==> config.mk <==
export PLATFORM = sky130hd
export DESIGN_NAME = load_store_unit_flat
export DESIGN_NICKNAME = d
export VERILOG_FILES = /design/src/rtl/load_store_unit_if.sv /design/src/rtl/load_store_unit.sv /design/src/flat_wrapper.sv
export SDC_FILE = /design/constraint.sdc
export NUM_CORES = 1
export LEC_CHECK = 0
export BUFFER_PORTS_ARGS = -buffer_cell sky130_fd_sc_hd__buf_2
export CAP_MARGIN = 0
export CORE_MARGIN = 5
export CORE_UTILIZATION = 49
export DETAILED_ROUTE_END_ITERATION = 8
export PLACE_DENSITY = 0.79
export SKIP_CTS_REPAIR_TIMING = 1
export SYNTH_ARGS = -nofsm -noshare
export SYNTH_HDL_FRONTEND = slang
export SYNTH_SLANG_ARGS = --single-unit
==> constraint.sdc <==
create_clock -name clk -period 2.25 [get_ports clk]
set_clock_uncertainty 0.05 [all_clocks]
set_input_delay 0.225 -clock clk [delete_from_list [all_inputs] [get_ports clk]]
set_output_delay 0.225 -clock clk [all_outputs]
set_load 0.01 [all_outputs]
==> src/rtl/load_store_unit_if.sv <==
// Data-memory port of the load/store unit.
// master: the LSU drives request, write-enable, word address, byte enables
//         and write data; it receives ack and the read word.
// slave : the memory side.
interface load_store_unit_if;
    logic        mem_req_o;
    logic        mem_we_o;
    logic [31:0] mem_addr_o;
    logic [3:0]  mem_be_o;
    logic [31:0] mem_wdata_o;
    logic        mem_ack_i;
    logic [31:0] mem_rdata_i;

    modport master (
        output mem_req_o, mem_we_o, mem_addr_o, mem_be_o, mem_wdata_o,
        input  mem_ack_i, mem_rdata_i
    );

    modport slave (
        input  mem_req_o, mem_we_o, mem_addr_o, mem_be_o, mem_wdata_o,
        output mem_ack_i, mem_rdata_i
    );
endinterface

==> src/rtl/load_store_unit.sv <==
// Multi-cycle RV32I load/store unit with a req/ack data-memory port.
// Ports:
//   clk, rst           clock, synchronous active-high reset
//   load_i, store_i    access request from the core (store wins if both set)
//   fun3_i             instr[14:12]: width and sign of the access
//   addr_i, wdata_i    byte address (ALU result) and store data (rs2)
//   stall_o            hold PC / suppress write-back while the access runs
//   done_o             one-cycle completion pulse, rdata_o valid
//   rdata_o            extended load result
//   misalign_o         with done_o: misaligned address or bad fun3
//   fault_o            with done_o: memory did not ack within TIMEOUT cycles
//   mem                data-memory port (master side)
module load_store_unit #(
    parameter int unsigned TIMEOUT = 255
) (
    input  logic              clk,
    input  logic              rst,
    input  logic              load_i,
    input  logic              store_i,
    input  logic [2:0]        fun3_i,
    input  logic [31:0]       addr_i,
    input  logic [31:0]       wdata_i,
    output logic              stall_o,
    output logic              done_o,
    output logic [31:0]       rdata_o,
    output logic              misalign_o,
    output logic              fault_o,
    load_store_unit_if.master mem
);

    localparam int unsigned   CW       = $clog2(TIMEOUT + 1);
    localparam logic [CW-1:0] CNT_LAST = CW'(TIMEOUT - 1);
    localparam logic [CW-1:0] CNT_MAX  = CW'(TIMEOUT);

    typedef enum logic [1:0] {S_IDLE, S_REQ, S_DONE} state_e;

    state_e        state_q, state_d;
    logic [CW-1:0] cnt_q, cnt_d;
    logic [31:0]   addr_q, addr_d;
    logic [1:0]    lane_q, lane_d;
    logic [2:0]    fun3_q, fun3_d;
    logic          we_q, we_d;
    logic [3:0]    be_q, be_d;
    logic [31:0]   wdata_q, wdata_d;
    logic          mis_q, mis_d;
    logic          flt_q, flt_d;
    logic [31:0]   rdata_q, rdata_d;

    logic          acc, f3_ok, aligned, illegal, timeout_hit;
    logic [3:0]    be_acc;
    logic [31:0]   wdata_acc;
    logic [7:0]    byte_v;
    logic [15:0]   half_v;
    logic [31:0]   ld_ext;

    // Accept-time decode of the incoming request.
    always_comb begin
        acc   = load_i | store_i;
        f3_ok = 1'b0;
        if (store_i) begin
            f3_ok = (fun3_i == 3'b000) || (fun3_i == 3'b001) || (fun3_i == 3'b010);
        end else begin
            case (fun3_i)
                3'b000, 3'b001, 3'b010, 3'b100, 3'b101: f3_ok = 1'b1;
                default:                                f3_ok = 1'b0;
            endcase
        end
        case (fun3_i[1:0])
            2'b01:   aligned = ~addr_i[0];
            2'b10:   aligned = (addr_i[1:0] == 2'b00);
            default: aligned = 1'b1;
        endcase
        illegal = ~(f3_ok & aligned);
        case (fun3_i[1:0])
            2'b00: begin
                be_acc    = 4'b0001 << addr_i[1:0];
                wdata_acc = {4{wdata_i[7:0]}};
            end
            2'b01: begin
                be_acc    = 4'b0011 << addr_i[1:0];
                wdata_acc = {2{wdata_i[15:0]}};
            end
            default: begin
                be_acc    = 4'b1111;
                wdata_acc = wdata_i;
            end
        endcase
    end

    // Load extension from the latched lane and fun3.
    always_comb begin
        case (lane_q)
            2'd0:    byte_v = mem.mem_rdata_i[7:0];
            2'd1:    byte_v = mem.mem_rdata_i[15:8];
            2'd2:    byte_v = mem.mem_rdata_i[23:16];
            default: byte_v = mem.mem_rdata_i[31:24];
        endcase
        half_v = lane_q[1] ? mem.mem_rdata_i[31:16] : mem.mem_rdata_i[15:0];
        case (fun3_q)
            3'b000:  ld_ext = {{24{byte_v[7]}}, byte_v};
            3'b100:  ld_ext = {24'b0, byte_v};
            3'b001:  ld_ext = {{16{half_v[15]}}, half_v};
            3'b101:  ld_ext = {16'b0, half_v};
            default: ld_ext = mem.mem_rdata_i;
        endcase
    end

    // Counter reaches TIMEOUT at this edge if the memory stays silent.
    assign timeout_hit = (cnt_q == CNT_LAST) & ~mem.mem_ack_i;

    // FSM: state register.
    always_ff @(posedge clk) begin
        if (rst) state_q <= S_IDLE;
        else     state_q <= state_d;
    end

    // FSM: next state.
    always_comb begin
        state_d = state_q;
        case (state_q)
            S_IDLE:  if (acc) state_d = illegal ? S_DONE : S_REQ;
            S_REQ:   if (mem.mem_ack_i || timeout_hit) state_d = S_DONE;
            S_DONE:  state_d = S_IDLE;
            default: state_d = S_IDLE;
        endcase
    end

    // FSM: outputs. mem_req_o comes straight from the state register.
    always_comb begin
        stall_o         = ((state_q == S_IDLE) & acc) | (state_q == S_REQ);
        done_o          = (state_q == S_DONE);
        misalign_o      = done_o & mis_q;
        fault_o         = done_o & flt_q;
        rdata_o         = rdata_q;
        mem.mem_req_o   = (state_q == S_REQ);
        mem.mem_we_o    = we_q;
        mem.mem_addr_o  = addr_q;
        mem.mem_be_o    = be_q;
        mem.mem_wdata_o = wdata_q;
    end

    // Datapath next state.
    always_comb begin
        addr_d  = addr_q;
        lane_d  = lane_q;
        fun3_d  = fun3_q;
        we_d    = we_q;
        be_d    = be_q;
        wdata_d = wdata_q;
        cnt_d   = cnt_q;
        mis_d   = mis_q;
        flt_d   = flt_q;
        rdata_d = rdata_q;
        case (state_q)
            S_IDLE: begin
                if (acc) begin
                    addr_d  = {addr_i[31:2], 2'b00};
                    lane_d  = addr_i[1:0];
                    fun3_d  = fun3_i;
                    we_d    = store_i;
                    be_d    = be_acc;
                    wdata_d = wdata_acc;
                    cnt_d   = '0;
                    mis_d   = illegal;
                    flt_d   = 1'b0;
                    if (illegal) rdata_d = '0;
                end
            end
            S_REQ: begin
                if (mem.mem_ack_i) begin
                    if (!we_q) rdata_d = ld_ext;
                end else begin
                    if (cnt_q != CNT_MAX) cnt_d = cnt_q + 1'b1;
                    if (timeout_hit) begin
                        flt_d   = 1'b1;
                        rdata_d = '0;
                    end
                end
            end
            default: ;
        endcase
    end

    always_ff @(posedge clk) begin
        if (rst) begin
            addr_q  <= '0;
            lane_q  <= '0;
            fun3_q  <= '0;
            we_q    <= 1'b0;
            be_q    <= '0;
            wdata_q <= '0;
            cnt_q   <= '0;
            mis_q   <= 1'b0;
            flt_q   <= 1'b0;
            rdata_q <= '0;
        end else begin
            addr_q  <= addr_d;
            lane_q  <= lane_d;
            fun3_q  <= fun3_d;
            we_q    <= we_d;
            be_q    <= be_d;
            wdata_q <= wdata_d;
            cnt_q   <= cnt_d;
            mis_q   <= mis_d;
            flt_q   <= flt_d;
            rdata_q <= rdata_d;
        end
    end

endmodule
==> src/flat_wrapper.sv <==
// flat-port wrapper written by rule: the top's interface ports become plain ports
module load_store_unit_flat 
#(
    parameter int unsigned TIMEOUT = 255
)
  (clk, rst, load_i, store_i, fun3_i, addr_i, wdata_i, stall_o, done_o, rdata_o, misalign_o, fault_o, mem_mem_req_o, mem_mem_we_o, mem_mem_addr_o, mem_mem_be_o, mem_mem_wdata_o, mem_mem_ack_i, mem_mem_rdata_i);
  load_store_unit_if mem_i ();
  input  logic clk;
  input  logic rst;
  input  logic load_i;
  input  logic store_i;
  input  logic [2:0] fun3_i;
  input  logic [31:0] addr_i;
  input  logic [31:0] wdata_i;
  output logic stall_o;
  output logic done_o;
  output logic [31:0] rdata_o;
  output logic misalign_o;
  output logic fault_o;
  output wire logic [$bits(mem_i.mem_req_o)-1:0] mem_mem_req_o;
  output wire logic [$bits(mem_i.mem_we_o)-1:0] mem_mem_we_o;
  output wire logic [$bits(mem_i.mem_addr_o)-1:0] mem_mem_addr_o;
  output wire logic [$bits(mem_i.mem_be_o)-1:0] mem_mem_be_o;
  output wire logic [$bits(mem_i.mem_wdata_o)-1:0] mem_mem_wdata_o;
  input wire logic [$bits(mem_i.mem_ack_i)-1:0] mem_mem_ack_i;
  input wire logic [$bits(mem_i.mem_rdata_i)-1:0] mem_mem_rdata_i;
  assign mem_mem_req_o = mem_i.mem_req_o;
  assign mem_mem_we_o = mem_i.mem_we_o;
  assign mem_mem_addr_o = mem_i.mem_addr_o;
  assign mem_mem_be_o = mem_i.mem_be_o;
  assign mem_mem_wdata_o = mem_i.mem_wdata_o;
  assign mem_i.mem_ack_i = mem_mem_ack_i;
  assign mem_i.mem_rdata_i = mem_mem_rdata_i;
  load_store_unit #(.TIMEOUT(TIMEOUT)) u_core (.clk(clk), .rst(rst), .load_i(load_i), .store_i(store_i), .fun3_i(fun3_i), .addr_i(addr_i), .wdata_i(wdata_i), .stall_o(stall_o), .done_o(done_o), .rdata_o(rdata_o), .misalign_o(misalign_o), .fault_o(fault_o), .mem(mem_i));
endmodule
==> impl_summary.txt <==
----------------------------------------------------
[Setup path]
  Critical Path Start ... fun3_i[1]
  WP depth ... 10
  Data arrival time of the worst path ... around 2.5 ns
  Largest incremental delay on the critical path ... around 0.53 ns
  Critical path class ... in -> reg
  Startpoint of the worst register-to-register path ... u_core.state_q[0]
  Depth of the worst register-to-register path ... 4
  Worst flop-to-flop path endpoint ... u_core.mem.mem_wdata_o[9]
  Highest-delay cell along the critical path ... sky130_fd_sc_hd__dlygate4sd3_1
  Family with the most delay on the worst path ... buffers and inverters
  CP Capture Type ... register
  Worst path buffer plus inverter count ... 4
  Type of origin of the critical path ... input pin
  Cell-by-cell trace of the critical path ... dlygate4sd3_1 > buf_2 > inv_1 > ha_1 > or2_2 > nor2_1 > a211oi_2 > a21oi_4 > buf_4 > mux2i_1
  Reg-to-reg slack, setup ... 0.34 ns
  Critical Path Sink ... u_core.rdata_o[18]
  Worst path required time ... 2.63 ns
  Worst Path Max Fanout ... 18

[Synthesis]
  Flip-flop cell with the highest count after synthesis ... sky130_fd_sc_hd__dfxtp_1
  Count of warnings emitted by yosys ... 0
  FFs w/ async S/R, synth ... 0
  Top area cells in the synthesized netlist ... sky130_fd_sc_hd__dfxtp_1 44%, sky130_fd_sc_hd__nand2_1 8.7%, sky130_fd_sc_hd__mux2i_1 6.5%
  Mean instance size in the synthesized netlist ... about 8.4 µm²
  Post-synthesis instance total ... between 600 and 700
  Fraction of the yosys area taken by sequential cells ... 0.443
  Post-synth top area share ... 0.443
  Mapped cell area ... approximately 0.0052 mm²
  Distinct cell type count of the synthesized netlist ... 55
  Number of register bits inferred by synthesis ... approximately 120
  Number of enable flip-flop cells after synthesis ... 0
  Cell type contributing the most total cell area after synthesis ... sky130_fd_sc_hd__dfxtp_1

[Clock tree]
  Worst-case clock buffer depth ... 2
  Insertion delay of the later-clocked pin in the worst-skew pair ... roughly 0.50 ns
  Sink count of the clock tree ... around 120
  Root buffer selected by CTS ... sky130_fd_sc_hd__clkbuf_8
  Clock slew at the register clock pins of the worst setup and hold paths ... approximately 0.060 ns
  Number of H-tree levels ... 4
  Inserted Clock Buffers ... 17
  Clock tree from TritonCTS ... yes

[Floorplan]
  Initial core utilization ... 0.506
  Overall die area ... around 0.013 mm²
  Die Span X ... 113 µm
  Area of the core ... 0.0104 mm²
  Top Ports ... 210
  Standard-cell rows ... 37
  Die height ... roughly 110 µm

[GRT]
  Number of antenna violations at the first check in global routing ... 0
  Global route total overflow ... 0
  Largest net degree at the start of global routing ... a little over 60
  All-layer global routing usage ... 0.235
  Global-route wire length before repair ... between 20000 and 25000 µm
  Number of global-route vias before repair ... between 5000 and 6000

[Timing]
  Slew at the pin with the worst max-slew slack ... around 0.73 ns
  Smallest setup slack after layout ... approximately 0.14 ns
  Slew margin rel. ... 0.513
  RSZ-0062 raised after global routing ... no
  Pins over their slew limit ... 0
  Min Hold Slack ... -0.0125 ns
  Final hold vios ... 3
  Post-route clock period utilization ... 0.938
  Final setup violation count ... 0
  Setup TNS ... 0 ns
  Final period demand of the worst path ... 2.11 ns
  Peak Freq ... about 0.47 GHz

[Placement]
  Number of port buffers ... slightly above 200
  Area post-placement ... roughly 0.0064 mm²
  Routability congestion estimate from global placement ... approximately 0.87
  Half-perimeter wire length after placement ... roughly 11000 µm
  Dpl ws ... roughly 0.17 ns

[Routing]
  Wire length per cell after detailed routing ... approximately 17 µm
  Post-route ant nets ... 0
  Number of DRC violations after detailed routing ... 0
  Number of design-rule violations left by the first detailed-router iteration ... approximately 360
  Vias ... about 5800
  Routed via count divided by cell count ... about 5.5
  Pre-Repair DR Iteration Count ... 5
  Final WL ... 17400 µm

[Cells and area]
  Filler cells ... 735
  Area growth from synthesis to layout ... 46.5%
  Highest-count cells in the layout ignoring fill and taps ... 206 x sky130_fd_sc_hd__buf_2, 121 x sky130_fd_sc_hd__nand2_1, 116 x sky130_fd_sc_hd__dfxtp_1
  Total number of nets in the final design ... approximately 1000
  Design area ... roughly 0.0077 mm²
  Most common cell after layout, fill and taps aside ... sky130_fd_sc_hd__buf_2
  Fraction of layout cells with a size suffix above 1 ... 0.291
  Diodes inserted ... 0

[Pwr]
  Pwr/cell area ... between 700 and 800 mW/mm²
  Worst IR Drop VDD ... between 0.5 and 0.6 mV
  Leakage ... 3.46 nW

[Run status]
  Result of the run ... finished with violations
  Violated checks ... hold timing

[Hold path]
  Class of the tightest hold or removal check ... in -> reg

[Run]
  Total of max-cap violations ... 0

----------------------------------------------------
power by group:
part	internal (mW)	switching [mW]
combinational	0.508	0.668
sequential	2.21	0.0923
clock	1.47	0.930
total	4.18	1.69
worst min-delay path, delay by kind of cell:
kind / cells / cell delay [ns]
buffers and inverters: 1 / 0.08
AOI/OAI and AO/OA: 1 / 0.07
muxes: 1 / 0.12
routing by layer:
metal / wire [µm] / vias up / share of wire / global-route usage
met2: 8650 / 312 / 0.50 / 0.399
met4: 477 / 0 / 0.027 / 0.0938
li1: - / 2736 / - / -
met1: 6670 / 2685 / 0.38 / 0.277
met5: 0 / - / 0 / 0
met3: 1580 / 50 / 0.091 / 0.0737
per-stage QoR:
| stage | instances | total power, mW | hold WS, ns | utilization |
|---|---|---|---|---|
| finish | 1047 | 5.87 | -0.0125 | 0.741 |
| global route | 1047 | 6.11 | 0.0122 | 0.741 |
| CTS | 974 | 5.77 | -0.113 | 0.670 |
| detailed placement | 944 | 3.38 | 0.395 | 0.620 |
| global placement | 944 | 3.35 | 0.389 | 0.620 |
| floorplan | 628 | 2.96 | 0.303 | - |
layout make-up:
type                    instances  area [µm²]  area share
well taps                     136         170      0.0222
clock buffers                  20         435      0.0567
inverters                      15        56.3     0.00733
clock inverters                10        86.3      0.0112
repair buffers                297        1920       0.250
multi-input cells             453        2690       0.350
flip-flops and latches        116        2320       0.302
logic make-up (layout without fill, tap and decap cells):
family          count (synthesis)  after routing  share of synthesized area
flops                         116            116                      0.443
buf+inv                        59            342                     0.0489
fa+ha+maj                       5              5                     0.0119
xor+xnor                        5              5                    0.00835
other cells                     1              2                   0.000715
mux                            36             36                     0.0692
simple gates                  248            248                      0.217
compound gates                157            157                      0.201
synthesized netlist by cell type, drive strengths merged, types with 4 or more instances:
| cell type | count |
|---|---|
| o221ai | 5 |
| nor3 | 9 |
| a21o | 5 |
| nor2 | 50 |
| a21oi | 52 |
| nand2b | 37 |
| inv | 15 |
| o211ai | 4 |
| o22ai | 4 |
| o21ai | 29 |
| a311oi | 11 |
| a221oi | 8 |
| a211oi | 18 |
| nand3 | 7 |
| nor3b | 5 |
| ha | 5 |
| mux2i | 34 |
| clkbuf | 25 |
| nor2b | 4 |
| nand2 | 121 |
| dfxtp | 116 |
| o311ai | 5 |
| buf | 19 |
how the worst min path moves through the flow:
stage | startpoint | end | slack (ns) | depth (start not counted)
2_1_floorplan | mem_mem_rdata_i[10] | u_core.rdata_o[10] | 0.30 | 2
3_3_place_gp | u_core.mem.mem_addr_o[6] | u_core.mem.mem_addr_o[6] | 0.39 | 2
3_5_place_dp | u_core.mem.mem_addr_o[9] | u_core.mem.mem_addr_o[9] | 0.39 | 2
4_1_cts | addr_i[14] | u_core.mem.mem_addr_o[14] | -0.11 | 3
5_1_grt | mem_mem_rdata_i[27] | u_core.rdata_o[27] | 0.01 | 3
6_report | mem_mem_rdata_i[6] | u_core.rdata_o[6] | -0.01 | 3
state kept, by name, summed over array words and instances, names as in the netlist:
| name | count |
|---|---|
| u_core.lane_q | 2 |
| u_core.state_q | 2 |
| u_core.mem.mem_be_o | 4 |
| u_core.flt_q | 1 |
| u_core.fun3_q | 3 |
| u_core.rdata_o | 32 |
| u_core.mem.mem_wdata_o | 32 |
| u_core.mem.mem_addr_o | 30 |
| u_core.mis_q | 1 |
| u_core.mem.mem_we_o | 1 |
| u_core.cnt_q | 8 |
No activity file was read; power rests on OpenSTA's default activity.
